===== src/rtl/bcd_countdown_timer.sv =====
// MM:SS BCD countdown timer: loads a clamped preset, decrements once per
// TICK_DIV-cycle tick while running, and pulses done when it reaches 00:00.
//
// state      | meaning
// -----------+----------------------------------------------------------
// ST_IDLE    | preset loaded or after reset; waits for start on nonzero
// ST_RUN     | prescaler counting, digits decrement on each tick
// ST_PAUSE   | digits and prescaler frozen; start resumes partial second
// ST_EXPIRED | count reached 00:00 from RUN; only load leaves
module bcd_countdown_timer #(
  parameter int TICK_DIV = 50_000_000
) (
  input  logic       clk,
  input  logic       rst_n,
  input  logic       load,
  input  logic       start,
  input  logic       stop,
  input  logic [3:0] ld_m1,
  input  logic [3:0] ld_m0,
  input  logic [3:0] ld_s1,
  input  logic [3:0] ld_s0,
  output logic [3:0] m1,
  output logic [3:0] m0,
  output logic [3:0] s1,
  output logic [3:0] s0,
  output logic       running,
  output logic       done,
  output logic       zero
);

  localparam int PW = $clog2(TICK_DIV);
  localparam logic [PW-1:0] P_TC  = PW'(TICK_DIV - 1);
  localparam logic [PW-1:0] P_ONE = PW'(1);

  localparam logic [1:0] ST_IDLE    = 2'd0;
  localparam logic [1:0] ST_RUN     = 2'd1;
  localparam logic [1:0] ST_PAUSE   = 2'd2;
  localparam logic [1:0] ST_EXPIRED = 2'd3;

  logic [1:0]    state;
  logic [PW-1:0] presc;
  logic [3:0]    dec_m1, dec_m0, dec_s1, dec_s0;
  logic          dec_zero;
  logic          tick;

  function automatic logic [3:0] clamp(input logic [3:0] d, input logic [3:0] mx);
    return (d > mx) ? mx : d;
  endfunction

  assign zero    = (m1 == 4'd0) && (m0 == 4'd0) && (s1 == 4'd0) && (s0 == 4'd0);
  assign running = (state == ST_RUN);
  assign tick    = (presc == P_TC);

  // One-second BCD decrement with borrow ripple; never reached at 00:00.
  always_comb begin
    dec_m1 = m1;
    dec_m0 = m0;
    dec_s1 = s1;
    dec_s0 = s0 - 4'd1;
    if (s0 == 4'd0) begin
      dec_s0 = 4'd9;
      dec_s1 = s1 - 4'd1;
      if (s1 == 4'd0) begin
        dec_s1 = 4'd5;
        dec_m0 = m0 - 4'd1;
        if (m0 == 4'd0) begin
          dec_m0 = 4'd9;
          dec_m1 = m1 - 4'd1;
        end
      end
    end
  end

  assign dec_zero = (dec_m1 == 4'd0) && (dec_m0 == 4'd0) &&
                    (dec_s1 == 4'd0) && (dec_s0 == 4'd0);

  always_ff @(posedge clk or negedge rst_n) begin
    if (!rst_n) begin
      state <= ST_IDLE;
      presc <= '0;
      m1    <= 4'd0;
      m0    <= 4'd0;
      s1    <= 4'd0;
      s0    <= 4'd0;
      done  <= 1'b0;
    end else begin
      done <= 1'b0;
      if (load) begin
        m1    <= clamp(ld_m1, 4'd5);
        m0    <= clamp(ld_m0, 4'd9);
        s1    <= clamp(ld_s1, 4'd5);
        s0    <= clamp(ld_s0, 4'd9);
        presc <= '0;
        state <= ST_IDLE;
      end else begin
        case (state)
          ST_IDLE: begin
            if (start && !stop && !zero) begin
              state <= ST_RUN;
              presc <= '0;
            end
          end
          ST_RUN: begin
            // stop outranks a coincident tick; the prescaler keeps its value
            if (stop) begin
              state <= ST_PAUSE;
            end else if (tick) begin
              presc <= '0;
              m1    <= dec_m1;
              m0    <= dec_m0;
              s1    <= dec_s1;
              s0    <= dec_s0;
              if (dec_zero) begin
                state <= ST_EXPIRED;
                done  <= 1'b1;
              end
            end else begin
              presc <= presc + P_ONE;
            end
          end
          ST_PAUSE: begin
            if (start && !stop) state <= ST_RUN;
          end
          ST_EXPIRED: begin
            state <= ST_EXPIRED;
          end
          default: state <= ST_IDLE;
        endcase
      end
    end
  end

endmodule

===== config.mk =====
export PLATFORM = sky130hd
export DESIGN_NAME = bcd_countdown_timer
export DESIGN_NICKNAME = d
export VERILOG_FILES = /design/src/rtl/bcd_countdown_timer.sv
export SDC_FILE = /design/constraint.sdc
export NUM_CORES = 1
export LEC_CHECK = 0
export ABC_AREA = 1
export CELL_PAD_IN_SITES_DETAIL_PLACEMENT = 0
export CELL_PAD_IN_SITES_GLOBAL_PLACEMENT = 1
export CORE_AREA = 4 4 128 99
export CTS_CLUSTER_SIZE = 16
export DETAILED_ROUTE_END_ITERATION = 12
export DIE_AREA = 0 0 132 103
export GPL_TIMING_DRIVEN = 0
export PLACE_DENSITY_LB_ADDON = 0.1
export SYNTH_ARGS = -nofsm -noshare
export SYNTH_HDL_FRONTEND = slang
export SYNTH_SLANG_ARGS = --single-unit

===== constraint.sdc =====
create_clock -name clk -period 4.2 [get_ports clk]
set_clock_uncertainty 0.1 [all_clocks]
set_input_delay 0.84 -clock clk [delete_from_list [all_inputs] [get_ports clk]]
set_output_delay 0.84 -clock clk [all_outputs]
set_load 0.02 [all_outputs]

* Yosys cells after proc, flatten, opt, wreduce, memory -nomap -nowiden *
Index checks and enable logic that the tools add are counted.

storage, ports and cells
  bits in registers = 45
  logic and storage cells = 97
  output and inout port bits = 19

cells by class
  add/sub/neg operators = 5
  mux-type cells = 46
  magnitude comparators = 4
  reduce and logical (&&, ||, !) cells = 25
  eq/ne operators = 10

operators by type and width
  operator               number
  $mux 4                 29
  $mux 26                4
  $pmux 26 s2            1
  $logic_not 4->1        8
  $add 26x1->26 const B  1
  $eq 26x26->1 const B   1
  $sub 4x1->4 const B    4
  $mux 2                 6
  $ne 3x3->1 const B     3
  $gt 4x3->1 const B     2
  $gt 4x4->1 const B     2
  $logic_and 1x1->1      8
  $ne 4x3->1 const B     2
  $pmux 2 s4             1
  $reduce_and 3->1       2
  $mux 1                 5
  $eq 2x2->1 const B     2
  $reduce_and 4->1       1
  $reduce_bool 2->1      2
  $reduce_bool 3->1      1
  $eq 2x1->1 const B     1
  $logic_not 1->1        2
  $logic_not 2->1        1
  $ne 2x2->1 const B     1

* Depth between registers and ports, before layout *
  depth in word-level cells = 13
  gate-level depth with buffers = 14
  depth with buffers taken out = 13

* Worst setup path after synthesis *
No wires, ideal clock.

  path kind = register to output
  start = register m0[0]
  end = output port zero
  arrival = 1,190 ps
  stages on the path, launching flop included = 6
  slack = 2,070 ps
  required time = 3,260 ps
  cell sequence = dfrtp_1 > nor2_2 > inv_1 > nor2_4 > nand2_2 > nor2_4

between the ends
  word-level cells in the longest chain between the ends = 4

RTL lines
  item                            RTL line  source
  start: declaration              23        output logic [3:0] m0,
  start signal: assignment        90        m0 <= clamp(ld_m0, 4'd9);
  start signal: assignment        110       m0 <= dec_m0;
  $logic_not 4->1                 50        assign zero = (m1 == 4'd0) && (m0 == 4'd0) && (s1 == 4'd0) && (s0 == 4'd0);
  $logic_and 1x1->1 (3 in a row)  50
  end: declaration                28        output logic zero

No other way between the ends.

* Worst setup path after layout *
  start = register s0[3]
  end = output port zero

between the ends
  word-level cells in the longest chain between the ends = 2

RTL lines
  item                      RTL line  source
  start: declaration        25        output logic [3:0] s0,
  start signal: assignment  92        s0 <= clamp(ld_s0, 4'd9);
  start signal: assignment  112       s0 <= dec_s0;
  $logic_not 4->1           50
  $logic_and 1x1->1         50

No other way between the ends.

==> metrics.txt <==
# TYPE chip_impl_metric gauge
chip_impl_info{name="result_of_the_run",value="finished clean"} 1
chip_impl_metric{name="grt_max_degree",unit=""} 31
chip_impl_metric{name="number_of_synthesized_flops_with_an_enable_pin",unit=""} 0
chip_impl_metric{name="seq_area_frac_synth",unit="%"} 34.5
chip_impl_metric{name="period_share",unit="%"} 75.4
chip_impl_info{name="timing.critical_path.to_type",value="output pin"} 1
chip_impl_metric{name="worst-r2r-cell-count",unit=""} 8
chip_impl_metric{name="syn_avg_cell_area",unit="um2"} 6.83
chip_impl_metric{name="finished_layout_cells",unit=""} 670
chip_impl_info{name="r2r_end",value="presc[22]$_DFFE_PN0P_"} 1
chip_impl_metric{name="layout_overhead_on_the_synthesized_area",unit="%"} 23.2
chip_impl_metric{name="synthCells",unit=""} 478
chip_impl_metric{name="maxSlewViolCount",unit=""} 0
chip_impl_metric{name="hpwl_detailed",unit="mm"} 8.62
chip_impl_info{name="synthFlopType",value="sky130_fd_sc_hd__dfrtp_1"} 1
chip_impl_metric{name="timing.critical_path.required",unit="ns"} 3.26
chip_impl_info{name="cpLargestDelayFamily",value="simple AND/OR/NAND/NOR gates"} 1
chip_impl_metric{name="p_leak",unit="nW"} 1.72
chip_impl_metric{name="max_cap_viol_count",unit=""} 0
chip_impl_metric{name="drt_pre_antenna_iters",unit=""} 5
chip_impl_metric{name="cts_buffer_depth",unit=""} 2
chip_impl_metric{name="whs",unit="ns"} 0.380
chip_impl_info{name="layout.cells.most_common",value="sky130_fd_sc_hd__nand2_1"} 1
chip_impl_metric{name="drc_errors",unit=""} 0
chip_impl_info{name="crit_chain",value="nor2_1 > nand2_1 > nor2_2 > nand2_2 > nor2_4 > clkdlybuf4s50_1"} 1
chip_impl_metric{name="port-buffer-count",unit=""} 39
chip_impl_metric{name="gr-total-overflow",unit=""} 0
chip_impl_metric{name="cts_made_buffers",unit=""} 5
chip_impl_metric{name="htree_levels",unit=""} 2
chip_impl_info{name="cts.root.buffer_cell",value="sky130_fd_sc_hd__clkbuf_16"} 1
chip_impl_info{name="setup.worst_path.class",value="register to output pin"} 1
chip_impl_metric{name="place.detailed.instances",unit=""} 662
chip_impl_metric{name="cts.sinks",unit=""} 45
chip_impl_metric{name="finalHoldViolations",unit=""} 0
chip_impl_info{name="layout.cells.most_common_list",value="sky130_fd_sc_hd__nand2_1 (116), sky130_fd_sc_hd__inv_1 (57), sky130_fd_sc_hd__nor2_1 (53), sky130_fd_sc_hd__nand3_1 (49), sky130_fd_sc_hd__dfrtp_1 (45)"} 1
chip_impl_metric{name="timing.final.setup_violations",unit=""} 0
chip_impl_metric{name="antenna_left",unit=""} 0
chip_impl_metric{name="routed_wl",unit="mm"} 11.1
chip_impl_info{name="crit_path_start_kind",value="register"} 1
chip_impl_metric{name="yosys_register_bits",unit=""} 45
chip_impl_info{name="grt_setup_unrepaired",value="no"} 1
chip_impl_metric{name="timing.max_slew.rel_slack",unit="%"} 54.5
chip_impl_metric{name="fin_total_pwr",unit="W"} 0.00135
chip_impl_metric{name="num_antenna_cells",unit=""} 0
chip_impl_metric{name="cts_resized",unit=""} 0
chip_impl_metric{name="critical_path_peak_fanout",unit=""} 6
chip_impl_info{name="cts_tree",value="built"} 1
chip_impl_info{name="min_path_type",value="input port to asynchronous set/reset pin"} 1
chip_impl_metric{name="width_of_the_die",unit="um"} 132
chip_impl_metric{name="synthesis.area",unit="um2"} 3260
chip_impl_metric{name="total_nets_final",unit=""} 549
chip_impl_metric{name="yosysWarnings",unit=""} 0
chip_impl_metric{name="fraction_of_registers_with_async_set_reset",unit="%"} 100
chip_impl_metric{name="timing.final.crit_period",unit="ns"} 3.17
chip_impl_metric{name="max_stage_delay",unit="ns"} 0.63
chip_impl_metric{name="ioPinCount",unit=""} 40
chip_impl_metric{name="clk_latency",unit="ns"} 0.29
chip_impl_metric{name="floorplan.die_area",unit="um2"} 13600
chip_impl_metric{name="drive_gt1_share",unit="%"} 8.75
chip_impl_metric{name="coreArea",unit="um2"} 11400
chip_impl_metric{name="setup_tns",unit="ns"} 0
chip_impl_info{name="crit-reg2reg-launch",value="presc[18]$_DFFE_PN0P_"} 1
chip_impl_metric{name="grt_antenna_before_repair",unit=""} 0
chip_impl_metric{name="grt.total_usage",unit="%"} 17.0
chip_impl_metric{name="start_util",unit="%"} 28.5
chip_impl_metric{name="postCtsSetupBuffers",unit=""} 0
chip_impl_metric{name="syn_nets",unit=""} 502
chip_impl_metric{name="regToRegSetupSlack",unit="ns"} 1.76
chip_impl_metric{name="detailedRoute.firstIterationViolations",unit=""} 234
chip_impl_metric{name="vias_per_cell",unit=""} 4.96
chip_impl_metric{name="worst_ep_arrival_time",unit="ns"} 2.23
chip_impl_metric{name="cts.reportedPaths.clkPinSlew",unit="ns"} 0.07
chip_impl_metric{name="peakVddDrop",unit="uV"} 149
chip_impl_metric{name="dr_total_vias",unit=""} 3321
chip_impl_metric{name="finalWeightedCongestion",unit=""} 0.875
chip_impl_metric{name="die_height",unit="um"} 103
chip_impl_metric{name="wire_length_of_the_first_global_routing_pass",unit="mm"} 17.8
chip_impl_metric{name="cp_num_buf_inv",unit=""} 1
chip_impl_metric{name="power-per-cell-area",unit="nW/um2"} 337
chip_impl_metric{name="routedWlPerCell",unit="um"} 16.5
chip_impl_metric{name="number_of_global_route_vias_before_repair",unit=""} 3133
chip_impl_metric{name="worst_slew_pin_slew",unit="ns"} 0.682
chip_impl_metric{name="max_freq",unit="MHz"} 316
chip_impl_metric{name="cts_hold_buf",unit=""} 0
chip_impl_metric{name="number_of_distinct_library_cell_variants_in_the_gate_level_netlist_after_synthesis",unit=""} 46
chip_impl_metric{name="placement_rows",unit=""} 34
chip_impl_info{name="worst_path_max_delay_cell",value="sky130_fd_sc_hd__clkdlybuf4s50_1"} 1
==> how the worst max path moves through the flow <==
stage,from,endpoint,cells past startpoint
floorplan,m0[0]$_DFFE_PN0P_,zero,5
global placement,rst_n,presc[0]$_DFFE_PN0P_,1
detailed placement,load,state[0]$_DFFE_PN0P_,6
CTS,s0[3]$_DFFE_PN0P_,zero,6
global route,s0[3]$_DFFE_PN0P_,zero,6
finish,s0[3]$_DFFE_PN0P_,zero,6
==> cell type report <==
type	instances	area, um2
Sequential cell	45	1130
Fill cell	1245	7420
Clock buffer	7	143
Timing Repair Buffer	40	405
Clock inverter	1	30.0
Inverter	61	234
Tap cell	144	180
Multi-Input combinational cell	361	1820
Buffer	11	88.8
==> metal layers <==
metal | track usage (%) | vias to the layer above | share of wire (%)
met1 | 27.1 | 1545 | 55
met3 | 3.66 | 5 | 6.3
met5 | 0 | - | 0
met2 | 22.7 | 94 | 38
li1 | - | 1677 | -
met4 | 3.55 | 0 | 0.67
==> cell families (layout without fill, tap and decap cells) <==
kind of cell	Yosys count	count (layout)	synth area share, %
DFF	45	45	34.5
and+or+nand+nor	284	284	39.7
xor gates and xnor gates	7	7	1.88
AOI/OAI and AO/OA	67	67	12.8
buffers and inverters	72	120	9.89
adders and majority gates	3	3	1.15
==> metrics by stage <==
| step | cell area [um2] | worst slack, ns | util (%) |
|---|---|---|---|
| 2_1_floorplan | 3260 | 2.07 | - |
| 3_3_place_gp | 3830 | 0.633 | 33.5 |
| 3_5_place_dp | 3850 | 1.04 | 33.6 |
| 4_1_cts | 4020 | 0.998 | 35.2 |
| 5_1_grt | 4020 | 0.875 | 35.2 |
| 6_report | 4020 | 1.03 | 35.2 |
==> Yosys cell counts, types with 3 or more instances <==
master	instances	area share (%)
sky130_fd_sc_hd__nand2_1	116	13
sky130_fd_sc_hd__inv_1	57	6.6
sky130_fd_sc_hd__nor2_1	53	6.1
sky130_fd_sc_hd__nand3_1	49	7.5
sky130_fd_sc_hd__dfrtp_1	45	34
sky130_fd_sc_hd__nor3_1	27	4.1
sky130_fd_sc_hd__o21ai_0	27	4.1
sky130_fd_sc_hd__nand4_1	17	3.3
sky130_fd_sc_hd__a21oi_1	12	1.8
sky130_fd_sc_hd__o21ai_2	10	2.7
sky130_fd_sc_hd__nor2_2	6	1.1
sky130_fd_sc_hd__xor2_1	6	1.6
sky130_fd_sc_hd__buf_6	4	1.4
sky130_fd_sc_hd__ha_1	3	1.1
sky130_fd_sc_hd__nand2_2	3	0.57
sky130_fd_sc_hd__nand3b_1	3	0.69
sky130_fd_sc_hd__nor2_4	3	1.0
==> where the power goes <==
part	total (W)	leakage [nW]	switching [W]	internal, W
Sequential	0.000499	0.603	0.0000373	0.000462
Combinational	0.000378	1.04	0.000240	0.000138
Clock	0.000478	0.0841	0.000180	0.000298
==> flip-flops by register name (all words and copies together), names as in the netlist <==
signal / count
state: 2
presc: 26
done: 1
s0: 4
m1: 4
s1: 4
m0: 4
(Power assumes the default switching activity.)
